### src/rtl/serializer_pkg.sv
// serializer_pkg: shared state encoding and default word width for the bit serializer.
package serializer_pkg;
  typedef enum logic {IDLE, SHIFT} state_t;
  localparam int DEFAULT_WIDTH = 8;
endpackage

### src/rtl/serializer_holding_reg.sv
// serializer_holding_reg: single-entry word buffer (data register + full flag) with load/unload strobes.
module serializer_holding_reg #(
  parameter int WIDTH = 8
) (
  input  logic             clk,
  input  logic             reset,
  input  logic             load,
  input  logic             unload,
  input  logic [WIDTH-1:0] d,
  output logic [WIDTH-1:0] q,
  output logic             full
);
  always_ff @(posedge clk or posedge reset)
    if (reset) begin
      q    <= '0;
      full <= 1'b0;
    end else begin
      if (load) q <= d;
      full <= load ? 1'b1 : unload ? 1'b0 : full;
    end
endmodule

### src/rtl/bit_serializer.sv
// bit_serializer: MSB-first parallel-to-serial converter with a one-word holding buffer.
// Define SERIALIZER_PARITY_EN to append an even-parity bit after each word.
module bit_serializer
  import serializer_pkg::*;
#(
  parameter int WIDTH = DEFAULT_WIDTH
) (
  input  logic             clk,
  input  logic             reset,
  input  logic [WIDTH-1:0] s_data,
  input  logic             s_valid,
  output logic             s_ready,
  output logic             serial_out,
  output logic             serial_valid,
  output logic             word_done,
  output logic             busy
);
`ifdef SERIALIZER_PARITY_EN
  localparam int N = WIDTH + 1;
`else
  localparam int N = WIDTH;
`endif
  localparam int CW = $clog2(WIDTH + 1);
  localparam logic [CW-1:0] LAST = CW'(N - 1);
  state_t           state;
  logic [N-1:0]     sreg;
  logic [CW-1:0]    cnt;
  logic [WIDTH-1:0] buf_q;
  logic             buf_full;
  logic             last, accept, load_direct, buf_load, buf_unload;
  logic [WIDTH-1:0] src;
  logic [N-1:0]     frame;
  assign s_ready     = ~buf_full & ~reset;
  assign last        = (state == SHIFT) && (cnt == LAST);
  assign accept      = s_valid & s_ready;
  assign load_direct = accept & ((state == IDLE) | last);
  assign buf_load    = accept & (state == SHIFT) & ~last;
  assign buf_unload  = last & buf_full;
  assign src         = buf_unload ? buf_q : s_data;
`ifdef SERIALIZER_PARITY_EN
  assign frame = {src, ^src};
`else
  assign frame = src;
`endif
  serializer_holding_reg #(.WIDTH(WIDTH)) u_hold (
    .clk   (clk),
    .reset (reset),
    .load  (buf_load),
    .unload(buf_unload),
    .d     (s_data),
    .q     (buf_q),
    .full  (buf_full)
  );
  // the shift register is zeroed whenever idle, so serial_out needs no gating
  always_ff @(posedge clk or posedge reset)
    if (reset) begin
      state <= IDLE;
      sreg  <= '0;
      cnt   <= '0;
    end else if (buf_unload || load_direct) begin
      state <= SHIFT;
      sreg  <= frame;
      cnt   <= '0;
    end else if (last) begin
      state <= IDLE;
      sreg  <= '0;
      cnt   <= '0;
    end else if (state == SHIFT) begin
      sreg <= {sreg[N-2:0], 1'b0};
      cnt  <= cnt + 1'b1;
    end
  assign serial_out   = sreg[N-1];
  assign serial_valid = (state == SHIFT);
  assign busy         = (state == SHIFT);
  assign word_done    = last;
endmodule

### config.mk
export PLATFORM = sky130hd
export DESIGN_NAME = bit_serializer
export DESIGN_NICKNAME = d
export VERILOG_FILES = /design/src/rtl/serializer_pkg.sv /design/src/rtl/serializer_holding_reg.sv /design/src/rtl/bit_serializer.sv
export SDC_FILE = /design/constraint.sdc
export NUM_CORES = 1
export LEC_CHECK = 0
export CAP_MARGIN = 0
export CORE_ASPECT_RATIO = 0.75
export CORE_MARGIN = 5
export CORE_UTILIZATION = 58
export DETAILED_ROUTE_END_ITERATION = 6
export GPL_TIMING_DRIVEN = 1
export HOLD_SLACK_MARGIN = 0.15
export PLACE_DENSITY_LB_ADDON = 0.15
export SYNTH_ARGS = -nofsm -noshare
export SYNTH_HDL_FRONTEND = slang
export SYNTH_SLANG_ARGS = --single-unit
### constraint.sdc
create_clock -name clk -period 2.8 [get_ports clk]
set_input_delay 0.42 -clock clk [delete_from_list [all_inputs] [get_ports clk]]
set_output_delay 0.42 -clock clk [all_outputs]
set_load 0.02 [all_outputs]
==> results of run 1 <==
kinds of logic after synthesis:
logic type      synth area share
mux                        0.185
compound gates             0.109
flops                      0.442
simple gates               0.182
xor+xnor                 0.00704
buf+inv                   0.0653
fa+ha+maj                 0.0100
routing by layer:
layer	vias to the layer above	global-route usage	wire length (um)
li1	442	-	-
met3	2	0.0568	130
met1	478	0.222	1190
met4	0	0.0311	10
met2	23	0.275	1190
met5	-	0	0
worst reg2reg max path, delay by kind of cell, from the launching register on:
family          cells  cell delay (ns)
compound gates      1             0.21
flops               1             0.58
simple gates        2             1.08
where the power goes:
group          switching (uW)  internal [uW]
sequential                119            465
clock                    92.1           50.4
combinational             311            317
total                     523            832
registers in the layout (all words and copies together) (netlist names):
register and flops:
u_hold.q 8, cnt 4, u_hold.full 1, sreg 8
busy 1
placed cells by master, fill, tap and decap left out, drive strengths merged, types with 2 or more instances in the layout:
master	n
dfrtp	22
clkdlybuf4s50	15
mux2i	14
nand2	12
nand2b	12
inv	8
mux2	8
a221o	6
nor2	5
nand3	5
o211ai	3
clkbuf	3
o21ai	2
worst max path at each step:
stage	startpoint	to
5_1_grt	cnt[0]	word_done
4_1_cts	cnt[0]	word_done
6_report	cnt[0]	word_done
3_3_place_gp	reset	sreg[2]
3_5_place_dp	reset	sreg[3]
2_1_floorplan	busy	word_done
cell type report:
class                   count  area [sq um]
multi-input cells          82           613
clock buffers               3          22.5
inverters                   8          30.0
well taps                  24          30.0
repair buffers             16           158
fillers                   159           628
flip-flops and latches     22           551
per-stage QoR:
stage | worst slack [ns] | std cells | area (sq um) | power (uW) | hold slack, ns
2_1_floorplan | 1.06 | 121 | 1240 | 1050 | 0.409
3_3_place_gp | 0.676 | 152 | 1380 | 1180 | 0.483
3_5_place_dp | 0.633 | 152 | 1380 | 1220 | 0.485
4_1_cts | 0.354 | 155 | 1400 | 1360 | 0.512
5_1_grt | 0.232 | 155 | 1400 | 1460 | 0.537
6_report | 0.358 | 155 | 1400 | 1350 | 0.510
==> results.cfg, run 1 <==
[timing]
tightest_slew_ns = 0.833
fin_skew_ns = 0.00391
setup-tns-final_ns = 0
rsz0062_at_grt = no
setup_viol = 0
post-route-min-period_ns = 2.44
fmax_mhz = 410
slew_violations = 0
period_share = 0.872
slew-limit-headroom = 0.444
finalHoldViolations = 0

[synthesis]
avgSynthCellArea_sq_um = 10.3
synth.area.top_cells = dfrtp_1 44%, mux2i_1 11%, mux2_2 7.2%
synth_edf_count = 0
synthFlopType = dfrtp_1
synthArstFlopShare = 1.00
syn_inst = 121
synth_top_area_frac = 0.442
synth.most_common_cell = dfrtp_1
yosys.area.top_type = dfrtp_1
synth_common_cells = 22 x dfrtp_1, 14 x mux2i_1, 12 x nand2_1, 12 x nand2b_1
yosysSeqAreaShare = 0.442
synthesis.nets = 133
syn-cell-area_sq_um = 1240
ys_types = 32
synth-seq-cells = 22
ys_warn_count = 0

[hold_path]
hold_depth = 1
holdCritStartpoint = u_hold.q[7]
min_delay_worst_endpoint = u_hold.q[7]
hold_class = reg -> reg

[place]
numPortBuffers = 15
dp_hpwl_um = 1740
gp_congestion = 0.768

[floorplan]
initial_core_util = 0.613
die_y_um = 50.1
num_rows = 14
coreArea_sq_um = 2030
ios = 16
die_w_um = 63.5
die_area_sq_um = 3180

[worst_setup_path]
cpPeakStageDelay_ns = 0.64
r2r-start = u_hold.full
crit_path_end_kind = output port
crit_chain = ha_1, nand3b_1, nor2_1, clkdlybuf4s50_1
r2r_setup_slack_ns = 0.87
reg2reg_depth = 3
cp.depth = 4
critPathBufInv = 1
critPathTopFamily = buffers and inverters
worstPathArrival_ns = 2.02
slowest_stage = clkdlybuf4s50_1
crit_type = reg -> out
cp-start-kind = flop
worst-path-max-fanout = 5
critPathRequiredTime_ns = 2.38
r2r-end = sreg[3]

[global_routing]
grt_pass1_vias = 924
antenna_found_initial = 0
grt_pass1_wl_um = 4310
track_usage = 0.169
grt_max_degree = 32
grt_remaining_overflow = 0

[cts]
cts_resized = 0
clk-insertion-delay-late_ns = 0.31
cts_tree = built
cts_buffers = 3
cts_buffer_depth = 2
postCtsSetupBuffers = 0
cts-root-buf = clkbuf_4
clkSlewWorstSetupHoldPaths_ns = 0.11
htree_levels = 1
cts_hold_buf = 0
cts_sinks = 22

[status]
status = finished, final reports clean

[job]
maxCapViolCount = 0

[final_layout]
n_antenna_cell = 0
drive_gt1_frac = 0.115
nNetsFinal = 145
utilization = 0.691
synthToLayoutAreaGrowth_pct = 12.8

[detailed_routing]
vias_per_cell = 6.10
drc = 0
routed_wl_um = 2510
detail_route.iter0.violations = 60
num_vias = 945
antenna_left = 0
routedWlPerCell_um = 16.2
firstDrtPassIters = 4

[power_and_ir_drop]
ir_drop_v = 0.000705
power_density_nw_per_um2 = 965
p_leak_uw = 0.000622
Note: power is estimated with default switching activity, not from simulation.
==> run 2, diff against run 1 <==
--- a/config.mk
+++ b/config.mk
@@ -5,7 +5,7 @@
 export SDC_FILE = /design/constraint.sdc
 export NUM_CORES = 1
 export LEC_CHECK = 0
-export CAP_MARGIN = 0
+export CAP_MARGIN = 20
 export CORE_ASPECT_RATIO = 0.75
 export CORE_MARGIN = 5
 export CORE_UTILIZATION = 58
==> results of run 2 <==
The final DEF is identical to that of run 1; final timing and power are the same.
